==> src/rtl/buceros_seg_pkg.sv <==
// ---------------------------------------------------------------------------
// buceros_seg_pkg
//   Shared definitions for the seven-segment display controller: register
//   offsets, CTRL field positions, idle pin levels, the bus FSM state type
//   and helpers that pack/unpack the CTRL register.
// ---------------------------------------------------------------------------
package buceros_seg_pkg;

    // Register offsets, decoded from addr[3:2]
    localparam logic [1:0] REG_DATA = 2'd0;
    localparam logic [1:0] REG_CTRL = 2'd1;

    // CTRL bit positions
    localparam int CTRL_EN_BIT    = 0;
    localparam int CTRL_DP_LSB    = 4;
    localparam int CTRL_BLANK_LSB = 8;

    // Pin levels that light nothing (both buses are active-low)
    localparam logic [7:0] SEG_OFF = 8'hFF;
    localparam logic [3:0] SEL_OFF = 4'hF;

    typedef enum logic {
        BUS_IDLE = 1'b0,
        BUS_RSP  = 1'b1
    } bus_state_e;

    typedef struct packed {
        logic [3:0] blank;
        logic [3:0] dp;
        logic       en;
    } ctrl_t;

    function automatic logic [31:0] ctrl_to_word(input ctrl_t c);
        logic [31:0] w;
        w = '0;
        w[CTRL_EN_BIT]             = c.en;
        w[CTRL_DP_LSB +: 4]        = c.dp;
        w[CTRL_BLANK_LSB +: 4]     = c.blank;
        return w;
    endfunction

    function automatic ctrl_t word_to_ctrl(input logic [31:0] w);
        ctrl_t c;
        c.en    = w[CTRL_EN_BIT];
        c.dp    = w[CTRL_DP_LSB +: 4];
        c.blank = w[CTRL_BLANK_LSB +: 4];
        return c;
    endfunction

endpackage

==> src/rtl/buceros_seg_if.sv <==
// ---------------------------------------------------------------------------
// buceros_seg_if
//   Peripheral-bus request/response channel of the display controller.
//   master : bus side (CPU / interconnect) issuing requests
//   slave  : the controller answering them
//   Signals:
//     bus_req_valid/ready  request handshake
//     bus_req_we           1=write, 0=read
//     bus_req_addr         byte offset, [3:2] selects the register
//     bus_req_wdata        write data
//     bus_rsp_valid/ready  response handshake
//     bus_rsp_rdata        read data (0 for writes)
// ---------------------------------------------------------------------------
interface buceros_seg_if;
    logic        bus_req_valid;
    logic        bus_req_ready;
    logic        bus_req_we;
    logic [3:0]  bus_req_addr;
    logic [31:0] bus_req_wdata;
    logic        bus_rsp_valid;
    logic        bus_rsp_ready;
    logic [31:0] bus_rsp_rdata;

    modport master (
        output bus_req_valid, bus_req_we, bus_req_addr, bus_req_wdata, bus_rsp_ready,
        input  bus_req_ready, bus_rsp_valid, bus_rsp_rdata
    );

    modport slave (
        input  bus_req_valid, bus_req_we, bus_req_addr, bus_req_wdata, bus_rsp_ready,
        output bus_req_ready, bus_rsp_valid, bus_rsp_rdata
    );
endinterface

==> src/rtl/buceros_seg_decoder.sv <==
// ---------------------------------------------------------------------------
// buceros_seg_decoder
//   Combinational hex-nibble to seven-segment code, active-low.
//   Ports:
//     hex    in  4  nibble to display
//     dp_on  in  1  light the decimal point
//     seg    out 8  [0]=a .. [6]=g, [7]=dp, all active-low
// ---------------------------------------------------------------------------
module buceros_seg_decoder
    import buceros_seg_pkg::*;
(
    input  logic [3:0] hex,
    input  logic       dp_on,
    output logic [7:0] seg
);

    // NOTE: every output of an always_comb gets a default first, so no path
    // leaves it unassigned and no latch is inferred.
    always_comb begin
        seg = SEG_OFF;
        case (hex)
            4'h0: seg = 8'hC0;
            4'h1: seg = 8'hF9;
            4'h2: seg = 8'hA4;
            4'h3: seg = 8'hB0;
            4'h4: seg = 8'h99;
            4'h5: seg = 8'h92;
            4'h6: seg = 8'h82;
            4'h7: seg = 8'hF8;
            4'h8: seg = 8'h80;
            4'h9: seg = 8'h90;
            4'hA: seg = 8'h88;
            4'hB: seg = 8'h83;
            4'hC: seg = 8'hC6;
            4'hD: seg = 8'hA1;
            4'hE: seg = 8'h86;
            4'hF: seg = 8'h8E;
        endcase
        seg[7] = ~dp_on;
    end

endmodule

==> src/rtl/buceros_seg_ctrl.sv <==
// ---------------------------------------------------------------------------
// buceros_seg_ctrl
//   Memory-mapped controller for a 4-digit multiplexed seven-segment display.
//   Holds DATA (four hex nibbles) and CTRL (enable, dp mask, blank mask),
//   answers one outstanding bus request at a time and scans the digits,
//   each for SCAN_DIV clock cycles.
//   Ports:
//     clk, rst_n  clock, asynchronous active-low reset
//     bus         buceros_seg_if.slave request/response channel
//     seg         segments, active-low, [7]=dp
//     seg_sel     digit enables, active-low one-hot, [0]=rightmost
// ---------------------------------------------------------------------------
module buceros_seg_ctrl
    import buceros_seg_pkg::*;
#(
    parameter int SCAN_DIV = 100000
) (
    input  logic              clk,
    input  logic              rst_n,
    buceros_seg_if.slave      bus,
    output logic [7:0]        seg,
    output logic [3:0]        seg_sel
);

    localparam int                 PRESC_W   = (SCAN_DIV > 1) ? $clog2(SCAN_DIV) : 1;
    localparam logic [PRESC_W-1:0] PRESC_MAX = PRESC_W'(SCAN_DIV - 1);

    bus_state_e        state_q;
    logic [31:0]       rdata_q;
    logic [15:0]       data_q;
    ctrl_t             ctrl_q;
    logic [PRESC_W-1:0] presc_q;
    logic [1:0]        digit_q;

    logic              req_fire;
    logic [31:0]       rd_word;
    logic [3:0]        cur_nibble;
    logic [7:0]        dec_seg;
    logic [7:0]        seg_d;
    logic [3:0]        sel_d;

    // ------------------------------------------------------------------
    // Bus side: a new request can be taken whenever the response slot is
    // empty or is being drained this very cycle (no bubble).
    // ------------------------------------------------------------------
    assign bus.bus_req_ready = (state_q == BUS_IDLE) | bus.bus_rsp_ready;
    assign bus.bus_rsp_valid = (state_q == BUS_RSP);
    assign bus.bus_rsp_rdata = rdata_q;
    assign req_fire          = bus.bus_req_valid & bus.bus_req_ready;

    always_comb begin
        rd_word = '0;
        case (bus.bus_req_addr[3:2])
            REG_DATA: rd_word = {16'h0000, data_q};
            REG_CTRL: rd_word = ctrl_to_word(ctrl_q);
            default:  rd_word = '0;
        endcase
    end

    // NOTE: sequential state is updated with non-blocking assignments only,
    // so every flop samples the pre-edge values of its neighbours.
    always_ff @(posedge clk or negedge rst_n) begin
        if (!rst_n) begin
            state_q <= BUS_IDLE;
            rdata_q <= '0;
            data_q  <= '0;
            ctrl_q  <= '0;
        end else if (req_fire) begin
            state_q <= BUS_RSP;
            rdata_q <= bus.bus_req_we ? 32'h0 : rd_word;
            if (bus.bus_req_we) begin
                case (bus.bus_req_addr[3:2])
                    REG_DATA: data_q <= bus.bus_req_wdata[15:0];
                    REG_CTRL: ctrl_q <= word_to_ctrl(bus.bus_req_wdata);
                    default:  ;
                endcase
            end
        end else if (bus.bus_rsp_ready) begin
            state_q <= BUS_IDLE;
        end
    end

    // ------------------------------------------------------------------
    // Scan timing: prescaler and digit index free-run even while the
    // display is disabled, so re-enabling never restarts the scan phase.
    // ------------------------------------------------------------------
    always_ff @(posedge clk or negedge rst_n) begin
        if (!rst_n) begin
            presc_q <= '0;
            digit_q <= '0;
        end else if (presc_q == PRESC_MAX) begin
            presc_q <= '0;
            digit_q <= digit_q + 2'd1;
        end else begin
            presc_q <= presc_q + 1'b1;
        end
    end

    // ------------------------------------------------------------------
    // Pin drive: recomputed every cycle, so a register write shows up one
    // cycle after it lands. A blanked or disabled slot turns the digit
    // select off too, so nothing ghosts onto the neighbour digit.
    // ------------------------------------------------------------------
    assign cur_nibble = data_q[{digit_q, 2'b00} +: 4];

    buceros_seg_decoder u_decoder (
        .hex   (cur_nibble),
        .dp_on (ctrl_q.dp[digit_q]),
        .seg   (dec_seg)
    );

    always_comb begin
        seg_d = SEG_OFF;
        sel_d = SEL_OFF;
        if (ctrl_q.en && !ctrl_q.blank[digit_q]) begin
            seg_d = dec_seg;
            sel_d = ~(4'b0001 << digit_q);
        end
    end

    always_ff @(posedge clk or negedge rst_n) begin
        if (!rst_n) begin
            seg     <= SEG_OFF;
            seg_sel <= SEL_OFF;
        end else begin
            seg     <= seg_d;
            seg_sel <= sel_d;
        end
    end

endmodule

==> src/flat_wrapper.sv <==
// flat-port wrapper written by rule: the top's interface ports become plain ports
module buceros_seg_ctrl_flat import buceros_seg_pkg::*;
#(
    parameter int SCAN_DIV = 100000
)
  (clk, rst_n, seg, seg_sel, bus_bus_req_valid, bus_bus_req_we, bus_bus_req_addr, bus_bus_req_wdata, bus_bus_rsp_ready, bus_bus_req_ready, bus_bus_rsp_valid, bus_bus_rsp_rdata);
  buceros_seg_if bus_i ();
  input  logic clk;
  input  logic rst_n;
  output logic [7:0] seg;
  output logic [3:0] seg_sel;
  input wire logic [$bits(bus_i.bus_req_valid)-1:0] bus_bus_req_valid;
  input wire logic [$bits(bus_i.bus_req_we)-1:0] bus_bus_req_we;
  input wire logic [$bits(bus_i.bus_req_addr)-1:0] bus_bus_req_addr;
  input wire logic [$bits(bus_i.bus_req_wdata)-1:0] bus_bus_req_wdata;
  input wire logic [$bits(bus_i.bus_rsp_ready)-1:0] bus_bus_rsp_ready;
  output wire logic [$bits(bus_i.bus_req_ready)-1:0] bus_bus_req_ready;
  output wire logic [$bits(bus_i.bus_rsp_valid)-1:0] bus_bus_rsp_valid;
  output wire logic [$bits(bus_i.bus_rsp_rdata)-1:0] bus_bus_rsp_rdata;
  assign bus_i.bus_req_valid = bus_bus_req_valid;
  assign bus_i.bus_req_we = bus_bus_req_we;
  assign bus_i.bus_req_addr = bus_bus_req_addr;
  assign bus_i.bus_req_wdata = bus_bus_req_wdata;
  assign bus_i.bus_rsp_ready = bus_bus_rsp_ready;
  assign bus_bus_req_ready = bus_i.bus_req_ready;
  assign bus_bus_rsp_valid = bus_i.bus_rsp_valid;
  assign bus_bus_rsp_rdata = bus_i.bus_rsp_rdata;
  buceros_seg_ctrl #(.SCAN_DIV(SCAN_DIV)) u_core (.clk(clk), .rst_n(rst_n), .bus(bus_i), .seg(seg), .seg_sel(seg_sel));
endmodule
==> config.mk <==
export PLATFORM = sky130hd
export DESIGN_NAME = buceros_seg_ctrl_flat
export DESIGN_NICKNAME = d
export VERILOG_FILES = /design/src/rtl/buceros_seg_pkg.sv /design/src/rtl/buceros_seg_if.sv /design/src/rtl/buceros_seg_decoder.sv /design/src/rtl/buceros_seg_ctrl.sv /design/src/flat_wrapper.sv
export SDC_FILE = /design/constraint.sdc
export NUM_CORES = 1
export LEC_CHECK = 0
export CAP_MARGIN = 20
export CORE_MARGIN = 5
export CORE_UTILIZATION = 53
export CTS_CLUSTER_SIZE = 10
export DETAILED_ROUTE_END_ITERATION = 7
export GPL_TIMING_DRIVEN = 0
export PLACE_DENSITY = 0.9
export SLEW_MARGIN = 15
export SYNTH_ARGS = -nofsm -noshare
export SYNTH_HDL_FRONTEND = slang
export SYNTH_HIERARCHICAL = 1
export SYNTH_SLANG_ARGS = --single-unit
==> constraint.sdc <==
create_clock -name clk -period 5.6 [get_ports clk]
set_input_delay 1.12 -clock clk [delete_from_list [all_inputs] [get_ports clk]]
set_output_delay 1.12 -clock clk [all_outputs]
set_load 0.01 [all_outputs]
==> flow_results.org, run 1 <==
** STA
- Final worst path period need :: 3.502 ns
- Setup repair after global routing left no endpoint under its margin.
- Derived from the worst setup path, the maximum achievable clock frequency is 0.2856 GHz.
- The count of pins over their slew limit was 0.
- The count of endpoints failing hold in the final timing report was 0.
- For the final routed database, the setup TNS stands at 0 ns.
- Crit share post-route :: 62.53%
- Headroom to the max-slew limit came out at 56.86%.
- Worst clock skew :: 0.008803 ns
- Final count of negative-setup-slack endpoints :: 0
- For the pin with the worst max-slew slack, the measured transition is 0.6458 ns.
- The tightest hold path in the finished design has a slack of 0.4873 ns.
- Final setup slack of the worst path :: 2.098 ns

** Synth
- Cell area after technology mapping :: 3545 sq um
- After synthesis, the largest family of logic cells by area is multiplexers.
- Summing the areas of all compound-gate instances in the mapped netlist gives 5.083% of the synthesized area.
- Summing the areas of all fa, ha and maj instances in the mapped netlist gives 4.236% of the synthesized area.
- Synthesis handed over a netlist of 284 instances.
- For this run, the leading register cell type out of synthesis is sky130_fd_sc_hd__dfrtp_1.
- Total of flip-flops plus latches after synthesis :: 73
- The synthesized netlist contains 43 unique library cells.
- Fraction of synthesis flops using an asynchronous set or reset pin :: 100.0%
- Count of yosys warnings during synthesis :: 6
- Post-synth EDFFs :: 0
- Of the total synthesized cell area, the portion taken by XOR and XNOR cells is 3.459%.
- Simple-gate portion of the synthesized area :: 11.86%
- The portion of synthesized area spent on multiplexers is 16.80%.
- Sequential fraction of the synthesis area :: 51.96%
- The average instance in the mapped netlist occupies 12.48 sq um.

** Pwr
- In this run, the combinational gates consume 23.6% of the power.
- Leakage power :: 0.001991 uW
- In this run the power density over the cells is 304.9 nW/um^2.
- Cell internal power was estimated by the tool at 976.2 uW.
- Per report_power, the clock group accounts for 27.6% of the total.
- Summed over all nets, the switching power comes to 370.6 uW.
- Of the total power, the share spent switching nets is 27.52%.
- The worst-case IR drop observed on VDD is 201.8 uV.
- Sequential fraction of design power :: 48.8%
- Summing internal, switching and leakage power gives 1347 uW.

** Worst setup path
- Setup slack of the worst register-to-register path :: 3.16 ns
- Worst reg2reg endpoint :: u_core/seg[0]$_DFF_PN1_
- The most critical setup path has its startpoint at bus_bus_rsp_ready.
- Measured in cells, the most critical reg-to-reg path has a length of 8.
- The cell that appears most often on the critical path is sky130_fd_sc_hd__clkdlybuf4s50_1.
- STA classifies the critical path startpoint as an input port.
- Slowest CP cell :: sky130_fd_sc_hd__clkdlybuf4s50_1
- Data arrives at the worst endpoint at 2.38 ns.
- Sequence of cells on the critical path :: clkdlybuf4s50_1, nand2b_1, buf_2, clkdlybuf4s50_1
- Required time at the endpoint of the critical path :: 4.48 ns
- Worst stage delay on the critical path :: 0.57 ns
- Critical path start-end classification :: input port to output port
- Along the worst path, the maximum fanout reaches 5.
- Kind of end point of the critical path :: output port
- Worst r2r src :: u_core/digit_q[0]$_DFFE_PN0N_

** Floorplan
- The floorplan step set the die height to 91.78 um.
- The floorplan step defined a die boundary enclosing 8424 sq um.
- In this run the count of I/O pins placed on the die edge is 87.
- Die Width :: 91.78 um
- Floorplan row count :: 29
- The core region is 6422 sq um.
- Once the floorplan was initialized, standard cells occupied 55.19% of the core.

** Clock tree
- In this run the post-CTS setup repair buffer count came out at 0.
- TritonCTS built the clock tree.
- The clock passes through at most 2 buffers.
- Clock latency on the worst-skew pair, taken at its later pin, is 0.34 ns.
- Counting every sink on the clock net gives 73.
- Cell at the root of the clock tree :: sky130_fd_sc_hd__clkbuf_8
- Clock H-tree levels :: 3
- Clock transition at path regs :: 0.07 ns
- Clock tree synthesis inserted a total of 9 buffers.
- The number of gates resized after CTS was 0.
- Hold Buf Count CTS :: 0

** Drt
- The first detailed-routing pass ran for 4 iterations.
- The routed design uses 332 um of met3 wire.
- Met2 routed wirelength :: 3720 um
- Signal routing reaches up to met4.
- M1 WL :: 2979 um
- Dividing the detail-routed wire length by the instance count gives 16.26 um.
- The detail route stage leaves a number of antenna-violating nets equal to 0.
- After detailed routing, the number of vias per cell comes to 5.369.
- In the routed design, unresolved DRC markers number 0.
- Count of routing violations after the opening detailed-route iteration :: 153
- Count of vias placed by the detailed router :: 2389
- Final Routed Wirelength :: 7236 um

** GRT
- First-pass GRT wire length :: 12390 um
- Pin count of the biggest net entering global routing :: 54
- All-Layer GR Usage :: 18.79%
- Global routing finished with a remaining overflow of 0.
- Number of global-route vias before repair :: 2529
- Number of antenna violations at the first check in global routing :: 0

** Final layout
- The area growth from synthesis to layout is 24.60%.
- The post-route netlist has 25.54% of its cells at a drive strength greater than 1.
- After the last flow step, the layout net total stands at 416.
- The repair_antennas step left the layout with diodes totalling 0.
- Measured on the finished design, the core utilization comes to 68.77%.

** Placed design
- Number of buffers inserted by port buffering :: 52
- Pre-CTS setup slack :: 2.094 ns
- Global placement routability congestion :: 0.8253
- The wire-length estimate of the detail-placed layout is 5343 um.

** Flow run
- Number of maximum-capacitance violations :: 0

** Hold path
- The tightest min-delay check is of the flip-flop to flip-flop type.
- Counting instances, the worst hold path has a depth of 1.
- Hold Path End :: u_core/presc_q[12]$_DFF_PN0_
- In this run the most critical hold path is launched from u_core/presc_q[12]$_DFF_PN0_.

** Status
- Result of the run :: finished, final reports clean
==> synthesized netlist by cell type, types with 2 or more instances <==
master	n	area (sq um)
sky130_fd_sc_hd__a21oi_1	2	10.01
sky130_fd_sc_hd__a22o_1	9	78.83
sky130_fd_sc_hd__and3_1	2	12.51
sky130_fd_sc_hd__buf_2	4	20.02
sky130_fd_sc_hd__buf_4	18	135.1
sky130_fd_sc_hd__buf_6	3	33.78
sky130_fd_sc_hd__clkbuf_1	2	7.510
sky130_fd_sc_hd__dfrtp_1	61	1526
sky130_fd_sc_hd__dfstp_2	12	315.3
sky130_fd_sc_hd__ha_1	12	150.1
sky130_fd_sc_hd__inv_1	9	33.78
sky130_fd_sc_hd__mux2_2	27	304.0
sky130_fd_sc_hd__mux2i_1	13	130.1
sky130_fd_sc_hd__mux4_2	6	135.1
sky130_fd_sc_hd__nand2_1	17	63.81
sky130_fd_sc_hd__nand2b_1	10	62.56
sky130_fd_sc_hd__nand3_1	6	30.03
sky130_fd_sc_hd__nand4_1	4	25.02
sky130_fd_sc_hd__nor2_1	19	71.32
sky130_fd_sc_hd__nor2b_1	3	18.77
sky130_fd_sc_hd__o21ai_0	11	55.05
sky130_fd_sc_hd__xnor2_1	9	78.83
sky130_fd_sc_hd__xor2_1	5	43.79
==> cells by family (layout without fill, tap and decap cells) <==
family	Yosys count	in the layout
buffers and inverters	36	105
xor gates and xnor gates	14	14
AOI/OAI and AO/OA	26	26
muxes	47	47
other	1	16
DFF	73	73
adders and majority gates	12	12
and+or+nand+nor	75	75
==> worst max-delay path: cells and delay by family <==
kind          cells  cell delay, ns
buf+inv           3            1.17
simple gates      1            0.09
==> power groups by stage <==
stage | sequential (uW) | combinational (uW) | clock [uW]
detailed placement | 667 | 319 | 0
global placement | 662 | 305 | 0
CTS | 658 | 320 | 377
finish | 658 | 318 | 371
floorplan | 667 | 185 | 0
global route | 666 | 349 | 408
==> stage by stage <==
stage                     std cells  instance area [sq um]
after floorplan                 299                   3601
after global placement          428                   4218
after detailed placement        429                   4243
after CTS                       445                   4417
after global routing            445                   4417
final                           445                   4417
==> sequential cells by signal, summed over array words and instances (netlist names) <==
register and flops:
u_core/bus.bus_rsp_valid 1, u_core/digit_q 2, u_core/seg_sel 4, u_core/presc_q 17, u_core/data_q 16, u_core/ctrl_q 9
u_core/seg 8, u_core/bus.bus_rsp_rdata 16
==> worst max path at each step <==
| stage | to | slack (ns) | cells after the start |
|---|---|---|---|
| global route | bus_bus_req_ready | 2.07 | 4 |
| CTS | bus_bus_req_ready | 2.09 | 4 |
| floorplan | bus_bus_req_ready | 3.09 | 2 |
| global placement | u_core/presc_q[14]$_DFF_PN0_ | 1.09 | 1 |
| detailed placement | bus_bus_req_ready | 2.09 | 4 |
| finish | bus_bus_req_ready | 2.10 | 4 |
==> routing by layer <==
metal | vias up | GRT usage, %
met5 | - | 0
met4 | 0 | 10.02
met3 | 15 | 3.191
met2 | 66 | 32.01
met1 | 1196 | 22.88
li1 | 1112 | -
==> final cells by class <==
| class | instances | area (sq um) |
|---|---|---|
| timing repair buffer | 53 | 545.5 |
| buffer | 27 | 196.4 |
| clock inverter | 3 | 15.01 |
| fill | 448 | 2006 |
| tap | 77 | 96.34 |
| clock buffer | 13 | 158.9 |
| multi-input combinational | 190 | 1529 |
| sequential | 73 | 1842 |
| inverter | 9 | 33.78 |
==> cells in the final DEF, fill, tap and decap left out, types with 2 or more instances in the layout <==
cell | synthesis | layout
sky130_fd_sc_hd__a21oi_1 | 2 | 2
sky130_fd_sc_hd__a22o_1 | 9 | 9
sky130_fd_sc_hd__and3_1 | 2 | 2
sky130_fd_sc_hd__buf_2 | 4 | 4
sky130_fd_sc_hd__buf_4 | 18 | 19
sky130_fd_sc_hd__buf_6 | 3 | 3
sky130_fd_sc_hd__clkbuf_1 | 2 | 4
sky130_fd_sc_hd__clkbuf_8 | 0 | 11
sky130_fd_sc_hd__clkdlybuf4s50_1 | 0 | 51
sky130_fd_sc_hd__clkinv_2 | 0 | 3
sky130_fd_sc_hd__conb_1 | 1 | 16
sky130_fd_sc_hd__dfrtp_1 | 61 | 61
sky130_fd_sc_hd__dfstp_2 | 12 | 12
sky130_fd_sc_hd__ha_1 | 12 | 12
sky130_fd_sc_hd__inv_1 | 9 | 9
sky130_fd_sc_hd__mux2_2 | 27 | 27
sky130_fd_sc_hd__mux2i_1 | 13 | 13
sky130_fd_sc_hd__mux4_2 | 6 | 6
sky130_fd_sc_hd__nand2_1 | 17 | 17
sky130_fd_sc_hd__nand2b_1 | 10 | 10
sky130_fd_sc_hd__nand3_1 | 6 | 6
sky130_fd_sc_hd__nand4_1 | 4 | 4
sky130_fd_sc_hd__nor2_1 | 19 | 19
sky130_fd_sc_hd__nor2b_1 | 3 | 3
sky130_fd_sc_hd__o21ai_0 | 11 | 11
sky130_fd_sc_hd__xnor2_1 | 9 | 9
sky130_fd_sc_hd__xor2_1 | 5 | 5
Power figures use the tool's default switching activity.
==> inputs of run 2 (changes only) <==
--- a/config.mk
+++ b/config.mk
@@ -7,11 +7,11 @@
 export LEC_CHECK = 0
 export CAP_MARGIN = 20
 export CORE_MARGIN = 5
-export CORE_UTILIZATION = 53
+export CORE_UTILIZATION = 49
 export CTS_CLUSTER_SIZE = 10
 export DETAILED_ROUTE_END_ITERATION = 7
 export GPL_TIMING_DRIVEN = 0
-export PLACE_DENSITY = 0.9
+export PLACE_DENSITY = 0.84
 export SLEW_MARGIN = 15
 export SYNTH_ARGS = -nofsm -noshare
 export SYNTH_HDL_FRONTEND = slang
==> constraint.sdc (replaced) <==
create_clock -name clk -period 3.35 [get_ports clk]
set_input_delay 0.67 -clock clk [delete_from_list [all_inputs] [get_ports clk]]
set_output_delay 0.67 -clock clk [all_outputs]
set_load 0.01 [all_outputs]
==> flow_results.org, run 2 (same netlist as run 1, synthesis figures left out) <==
** Drt
- In this run the remaining antenna-violating nets after routing total 0.
- Routed len/inst :: 15.79 um
- Number of detailed-route iterations in the first pass :: 4
- The detailed router finished its first iteration with 84 violations.
- Across all layers, the routed design uses 2382 vias.
- For this run, design rule violations remaining after detail routing come to 0.
- For this block, the routed nets add up to 7376 um of wire.
- Routed vias/inst :: 5.101

** Final layout
- The final layout contains 416 nets.
- The post-route netlist has 26.09% of its cells at a drive strength greater than 1.
- In the layout the commonest cells are 61 x sky130_fd_sc_hd__dfrtp_1, 51 x sky130_fd_sc_hd__clkdlybuf4s50_1, 27 x sky130_fd_sc_hd__mux2_2, 19 x sky130_fd_sc_hd__buf_4, 19 x sky130_fd_sc_hd__nor2_1.
- The register with the most flip-flops in the final layout is u_core/presc_q.
- The finished layout holds 467 standard cells, fillers aside.
- 0 antenna diodes ended up in the layout.
- Post-layout utilization of the core :: 63.04%
- Leaving out fill and tap cells, the most frequent cell in the layout is sky130_fd_sc_hd__dfrtp_1.
- Area growth from synthesis to layout :: 26.93%
- The register with the most flip-flops in the layout has 17 of them.

** GRT
- All-Layer GR Usage :: 18.00%
- Number of antenna violations at the first check in global routing :: 0
- Global route overflow :: 0
- First-pass GRT wire length :: 12180 um
- Pin count of the biggest net entering global routing :: 54
- Number of global-route vias before repair :: 2476

** STA
- Setup violations remaining at the end of the flow were counted as 0.
- The routed design could run at a clock period as short as 2.591 ns.
- In the finished design, the share of the clock period the worst path needs comes to 77.34%.
- Worst clock skew :: 0.006322 ns
- Slew at the pin closest to its max-slew limit :: 0.6173 ns
- Sum of negative setup slack :: 0 ns
- The count of pins over their slew limit is 0.
- The count of endpoints failing hold in the final timing report came to 0.
- Setup repair after global routing missed its margin :: no
- The worst pin sits at a relative slew slack of 58.76%.
- Max Clock Freq :: 0.3860 GHz

** Clock tree
- Hold repair after CTS inserted 0 buffers.
- Clock Latency Late Sink :: 0.34 ns
- In this run the clock root is driven by a sky130_fd_sc_hd__clkbuf_8.
- Clock-pin slew was measured on the worst setup and hold paths at 0.08 ns.
- TritonCTS built the clock tree.
- Clock tree synthesis found a total of 73 sinks.
- In this run, post-CTS repair resized a total of 0 instances.
- The longest clock path from root to sink contains 2 buffers.
- Clock tree synthesis inserted a total of 9 buffers.
- Post-CTS setup buffer count :: 0
- Clock H-tree levels :: 3

** Worst setup path
- Critical path peak fanout :: 5
- The largest individual stage delay along the critical path comes from the cell sky130_fd_sc_hd__clkdlybuf4s50_1.
- Category of the worst setup path launch point :: input port
- Data on the critical path is required at its endpoint by 2.68 ns.
- Data on the critical path arrives at its endpoint at 1.92 ns.
- The critical path runs through a total of 4 cells.
- Kind of cell with the highest combined delay on the critical path :: buffers and inverters
- Together, buffers and inverters on the worst path number 3.
- Critical path's most frequent cell :: sky130_fd_sc_hd__clkdlybuf4s50_1
- For this run, the slowest stage of the critical path takes 0.55 ns.
- Measured in cells, the most critical reg-to-reg path has a length of 8.
- Critical path start-end classification :: input port to output port
- Kind of end point of the critical path :: output port
- Setup slack of the worst register-to-register path :: 0.88 ns
- Sequence of cells on the critical path :: clkdlybuf4s50_1, nand2b_1, buf_2, clkdlybuf4s50_1

** Floorplan
- The core region is 7137 sq um.
- Effective utilization at floorplan :: 49.67%
- The die covers 9035 sq um.
- The die is 95.05 um tall.
- For this design the top-level I/O count stands at 87.
- Die Width :: 95.05 um
- Floorplan row count :: 31

** Placed design
- The count of buffers added on input and output ports is 52.
- Total instance count after detailed placement :: 451
- The wire-length estimate of the detail-placed layout is 5305 um.
- Global placement routability congestion :: 0.7733

** Pwr
- Power density of the placed cells :: 537.7 nW/um^2
- Leakage power :: 0.002013 uW
- IR analysis of the VDD net gives a maximum drop of 300.8 uV.
- The design draws 2419 uW.

** Hold path
- Class of the tightest hold or removal check :: input port to async pin

** Flow run
- Number of maximum-capacitance violations :: 0

** Status
- The run finished with clean final reports.
[run 2: path summary, 6_finish.rpt]
check                                                         from                                       to
max                                              bus_bus_rsp_ready                        bus_bus_req_ready
min                                                          rst_n  u_core/bus.bus_rsp_rdata[7]$_DFFE_PN0P_
max reg2reg                          u_core/digit_q[0]$_DFFE_PN0N_                  u_core/seg[0]$_DFF_PN1_
min reg2reg                u_core/bus.bus_rsp_rdata[9]$_DFFE_PN0P_  u_core/bus.bus_rsp_rdata[9]$_DFFE_PN0P_
max in group asynchronous                                    rst_n              u_core/seg_sel[2]$_DFF_PN1_
min in group clk           u_core/bus.bus_rsp_rdata[9]$_DFFE_PN0P_  u_core/bus.bus_rsp_rdata[9]$_DFFE_PN0P_
[run 2: worst register-to-register path: stages (launching register included)]
cell and delay (ns):
sky130_fd_sc_hd__dfrtp_1 0.38, sky130_fd_sc_hd__buf_2 0.28, sky130_fd_sc_hd__mux4_2 0.60, sky130_fd_sc_hd__inv_1 0.17, sky130_fd_sc_hd__ha_1 0.21, sky130_fd_sc_hd__and2b_2 0.23, sky130_fd_sc_hd__or3b_1 0.36, sky130_fd_sc_hd__o21ai_0 0.07
sky130_fd_sc_hd__nand2b_1 0.12
[run 2: per-stage QoR]
step / instance area [sq um] / setup WS [ns] / hold WS (ns)
finish: 4499 / 0.7592 / 0.2062
global route: 4499 / 0.6771 / 0.2120
CTS: 4499 / 0.7538 / 0.1965
detailed placement: 4270 / 0.7505 / 0.4763
global placement: 4245 / -0.7730 / 0.4648
floorplan: 3601 / 1.105 / 0.3744
[run 2: metal layers]
layer	global-route usage, %	up-vias	share of wire [%]
met3	3.315	12	4.6
met4	9.255	0	2.2
li1	-	1108	-
met5	0	-	0
met2	30.48	65	52
met1	22.00	1197	42
[run 2: final cells by class]
cell class                 count  area [sq um]
timing repair buffer          53         545.5
buffer                        27         196.4
inverter                       9         33.78
clock buffer                  11         151.4
clock inverter                 5         77.57
sequential                    73          1842
fill                         558          2638
tap                           99         123.9
multi-input combinational    190          1529
[run 2: report_power, final]
group	internal, uW	leakage (uW)	switching [uW]
Sequential	1020	0.000910	86.2
Clock	457	0.000115	316
Combinational	306	0.000988	234
Total	1780	0.00201	636
